File: config.mk
export PLATFORM = sky130hd
export DESIGN_NAME = instruction_sequencer
export DESIGN_NICKNAME = d
export VERILOG_FILES = /design/src/rtl/instruction_sequencer.sv
export SDC_FILE = /design/constraint.sdc
export NUM_CORES = 1
export LEC_CHECK = 0
export ABC_AREA = 1
export CELL_PAD_IN_SITES_DETAIL_PLACEMENT = 1
export CELL_PAD_IN_SITES_GLOBAL_PLACEMENT = 2
export CORE_UTILIZATION = 25
export CTS_BUF_LIST = sky130_fd_sc_hd__clkbuf_2
export CTS_CLUSTER_SIZE = 14
export DETAILED_ROUTE_END_ITERATION = 8
export PLACE_DENSITY = 0.92
export SYNTH_ARGS = -nofsm -noshare
export SYNTH_HDL_FRONTEND = slang
export SYNTH_SLANG_ARGS = --single-unit
File: constraint.sdc
create_clock -name Clock -period 2.8 [get_ports Clock]
set_input_delay 0.28 -clock Clock [delete_from_list [all_inputs] [get_ports Clock]]
set_output_delay 0.28 -clock Clock [all_outputs]
set_load 0.03 [all_outputs]
File: src/rtl/instruction_sequencer.sv
// Four-state instruction sequencer: fetches a 16-bit word, decodes it into datapath
// control fields for one EXEC cycle, and advances, branches or jumps the program counter.
module instruction_sequencer #(
    parameter int AW = 8,
    parameter int DW = 8
) (
    input  logic          Clock,
    input  logic          Resetn,
    input  logic          Run,
    input  logic [15:0]   IR,
    input  logic [DW-1:0] RA,
    input  logic          Z,
    input  logic          N,
    output logic [AW-1:0] Address,
    output logic [2:0]    DA,
    output logic [2:0]    AA,
    output logic [2:0]    BA,
    output logic [4:0]    FS,
    output logic          MB,
    output logic          MD,
    output logic          RW,
    output logic          MW,
    output logic [DW-1:0] Imm,
    output logic          Halted
);

    typedef enum logic [1:0] {
        IDLE  = 2'd0,
        FETCH = 2'd1,
        EXEC  = 2'd2,
        HALT  = 2'd3
    } state_t;

    localparam logic [15:0] HALT_WORD = 16'h00FF;

    state_t        state_q, state_d;
    logic [AW-1:0] pc_q, pc_d;
    logic [15:0]   ir_q, ir_d;

    logic          exec_active;
    logic          is_branch;
    logic          is_jmp;
    logic          br_taken;
    logic [5:0]    br_off;
    logic [AW-1:0] br_off_ext;
    logic [AW-1:0] pc_inc;

    assign exec_active = (state_q == EXEC);
    assign is_branch   = (ir_q[15:14] == 2'b11);
    assign is_jmp      = is_branch & ir_q[13];
    assign br_taken    = is_branch & ~ir_q[13] & (ir_q[9] ? N : Z);
    assign br_off      = {ir_q[8:6], ir_q[2:0]};
    assign br_off_ext  = AW'($signed(br_off));
    assign pc_inc      = pc_q + AW'(1);

    always_ff @(posedge Clock or negedge Resetn) begin
        if (!Resetn) begin
            state_q <= IDLE;
            pc_q    <= '0;
            ir_q    <= '0;
        end else begin
            state_q <= state_d;
            pc_q    <= pc_d;
            ir_q    <= ir_d;
        end
    end

    // A Run drop during FETCH or EXEC lets the instruction complete, then parks in IDLE.
    always_comb begin
        state_d = state_q;
        pc_d    = pc_q;
        ir_d    = ir_q;
        unique case (state_q)
            IDLE: begin
                if (Run) state_d = FETCH;
            end
            FETCH: begin
                ir_d    = IR;
                state_d = EXEC;
            end
            EXEC: begin
                if (is_jmp) begin
                    pc_d = RA[AW-1:0];
                end else if (br_taken) begin
                    pc_d = pc_q + br_off_ext;
                end else begin
                    pc_d = pc_inc;
                end
                if (ir_q == HALT_WORD) begin
                    state_d = HALT;
                end else if (Run) begin
                    state_d = FETCH;
                end else begin
                    state_d = IDLE;
                end
            end
            HALT: begin
                if (!Run) state_d = IDLE;
            end
            default: state_d = IDLE;
        endcase
    end

    // Decoded fields are only visible during EXEC; branches never write.
    always_comb begin
        Address = pc_q;
        Halted  = (state_q == HALT);
        DA      = '0;
        AA      = '0;
        BA      = '0;
        FS      = '0;
        MB      = 1'b0;
        MD      = 1'b0;
        RW      = 1'b0;
        MW      = 1'b0;
        Imm     = '0;
        if (exec_active) begin
            DA  = ir_q[8:6];
            AA  = ir_q[5:3];
            BA  = ir_q[2:0];
            FS  = ir_q[13:9];
            MB  = ir_q[15] & ~ir_q[14];
            MD  = ir_q[13] & ~ir_q[15] & ~ir_q[14];
            RW  = ~ir_q[14] & ~is_branch;
            MW  = ~ir_q[15] & ir_q[14] & ~is_branch;
            Imm = {{(DW-3){1'b0}}, ir_q[2:0]};
        end
    end

endmodule

==> results.json <==
{
  "status": "finished, final reports clean",
  "grt_max_degree": 33,
  "synth_top_area_share_pct": 38.0,
  "setup_viol": 0,
  "place_ws_ns": 0.170,
  "tns_ns": 0,
  "core-area_mm2": 0.00649,
  "die_h_um": 84.7,
  "viasPerCell": 4.48,
  "end_kind": "output pin",
  "arrival_ns": 2.22,
  "dp.cells": 352,
  "cts_tree": "yes",
  "layout.nets": 315,
  "cts_hold_buf": 0,
  "io-pin-count": 64,
  "maxSlewViolCount": 0,
  "fillers": 793,
  "drtPass1Iterations": 6,
  "antenna_found_initial": 0,
  "hold_viol": 0,
  "grt_use_total_pct": 13.5,
  "total_power_mw": 1.59,
  "fmax_mhz": 401,
  "min_period_over_period_pct": 89.2,
  "hpwlAfterDp_mm": 3.58,
  "stdcell_count": 356,
  "crit_fanout": 25,
  "drtAntennaViolNets": 0,
  "grt_pass1_wl_mm": 7.71,
  "yosysMostFrequentCell": "nand2_1",
  "cts_resized": 0,
  "ys_seq_area_share_pct": 38.0,
  "cts_buffer_depth": 2,
  "powerDensity_mw_per_mm2": 680,
  "cts_setup_buffers": 0,
  "synth_cells": 225,
  "path_class": "reg -> out",
  "clk-insertion-delay-late_ns": 0.36,
  "fin_skew_ns": 0.00314,
  "required_ns": 2.52,
  "hp-class": "in -> async",
  "areaGrowthSynthToFinish_pct": 37.0,
  "wl_mm": 4.54,
  "root_buffer": "clkbuf_2",
  "slew_headroom_pct": 48.9,
  "yosys-top-cells-count": "46 x nand2_1, 30 x nor2_1, 28 x inv_1, 26 x dfrtp_1, 23 x o21ai_0",
  "first_global_vias": 1676,
  "cap_violations": 0,
  "netlist.top_cell.by_area": "dfrtp_1",
  "fin_crit_ns": 2.50,
  "gp_congestion": 0.800,
  "syn_area_per_cell_um2": 7.61,
  "port_buffers": 58,
  "start_util_pct": 26.4,
  "fp-row-count": 29,
  "wl_per_cell_um": 12.7,
  "grt_overflow": 0,
  "tightestPinTransition_ns": 0.765,
  "htree_num_levels": 1,
  "yosys-top-cells-area": "dfrtp_1 38%, nand2_1 10%, o21ai_0 6.7%, nor2_1 6.6%, inv_1 6.1%",
  "cts_buffers": 3,
  "yosysWarnings": 0,
  "synth.distinct_cells": 31,
  "vias": 1594,
  "synth-edff-count": 0,
  "rsz0062_at_grt": "false",
  "setup_ws_ns": 0.304,
  "die_w_um": 84.7,
  "die-area_mm2": 0.00718,
  "cts_sinks": 26,
  "p_leak_nw": 1.08,
  "drc": 0,
  "cts.clk_slew.worst_paths_ns": 0.27,
  "drive_gt1_share_pct": 7.89,
  "syn_area_mm2": 0.00171,
  "ys.flop_type": "dfrtp_1",
  "irDropWorstVdd_mv": 0.173,
  "cp-start-kind": "flop",
  "antenna_cells": 0,
  "async_flop_share_pct": 100,
  "ys_ff_latch": 26,
  "drtIter0Drc": 60
}
registers in the layout (all words and copies together) (netlist names):
register	cells
Address	8
ir_q	16
state_q	2
cell usage in the layout (no fill, tap or decap), drive strengths merged:
cell,n
clkdlybuf4s50,58
nand2,51
nor2,33
inv,33
dfrtp,26
o21ai,25
a21oi,11
nand3,7
ha,5
conb,5
nor4,4
nor3,3
clkbuf,3
nand4,3
o22ai,2
xnor2,2
buf,2
nand3b,1
o21bai,1
a31oi,1
xor2,1
fa,1
clkinv,1
cell families after synthesis:
group	after synthesis	share of synthesized area, %
other	1	0.219
and+or+nand+nor	102	30.5
adders and majority gates	6	4.82
AOI/OAI and AO/OA	40	12.3
DFF	26	38.0
xor gates and xnor gates	3	1.54
buffers and inverters	47	12.6
critical path, stage by stage (launching register included):
cell	delay (ns)
dfrtp_1	0.47
nor2_1	0.11
buf_4	0.18
inv_2	0.19
nor2_1	0.19
clkdlybuf4s50_1	0.70
cell type report:
type | instances | area, µm² | area share, %
well taps | 77 | 96.3 | 4.11
repair buffers | 60 | 596 | 25.4
clock buffers | 3 | 15.0 | 0.640
flip-flops and latches | 26 | 651 | 27.7
inverters | 33 | 124 | 5.28
clock inverters | 1 | 3.75 | 0.160
multi-input cells | 156 | 860 | 36.7
layer usage:
layer | wire length (µm) | vias up | part of all wire, % | track usage [%]
met5 | 0 | - | 0 | 0
li1 | - | 808 | - | -
met3 | 243 | 2 | 5.4 | 2.85
met2 | 2270 | 32 | 50 | 25.0
met4 | 15 | 0 | 0.33 | 2.77
met1 | 2010 | 752 | 44 | 16.1
worst paths after layout:
check | cells after the start | slack [ns] | to | startpoint
max | 5 | 0.30 | Imm[2] | state_q[0]$_DFFE_PN0P_
min | 2 | 0.24 | state_q[0]$_DFFE_PN0P_ | Resetn
max reg2reg | 15 | 0.41 | Address[6]$_DFFE_PN0P_ | ir_q[14]$_DFFE_PN0N_
min reg2reg | 2 | 0.59 | Address[0]$_DFFE_PN0P_ | Address[0]$_DFFE_PN0P_
max in group asynchronous | 2 | 2.32 | Address[6]$_DFFE_PN0P_ | Resetn
min in group Clock | 3 | 0.43 | ir_q[14]$_DFFE_PN0N_ | IR[14]
report_power, final:
part	switching (mW)	leakage [nW]	internal, mW
combinational	0.525	0.746	0.344
sequential	0.0942	0.316	0.477
clock	0.123	0.0140	0.0310
per-stage QoR:
| stage | hold WS [ns] | instance area, µm² | utilization [%] |
|---|---|---|---|
| CTS | 0.245 | 2340 | 36.1 |
| global route | 0.250 | 2340 | 36.1 |
| floorplan | -0.0156 | 1730 | - |
| detailed placement | 0.531 | 2330 | 35.8 |
| finish | 0.236 | 2340 | 36.1 |
| global placement | 0.526 | 2330 | 35.8 |
No activity file was read; power rests on OpenSTA's default activity.
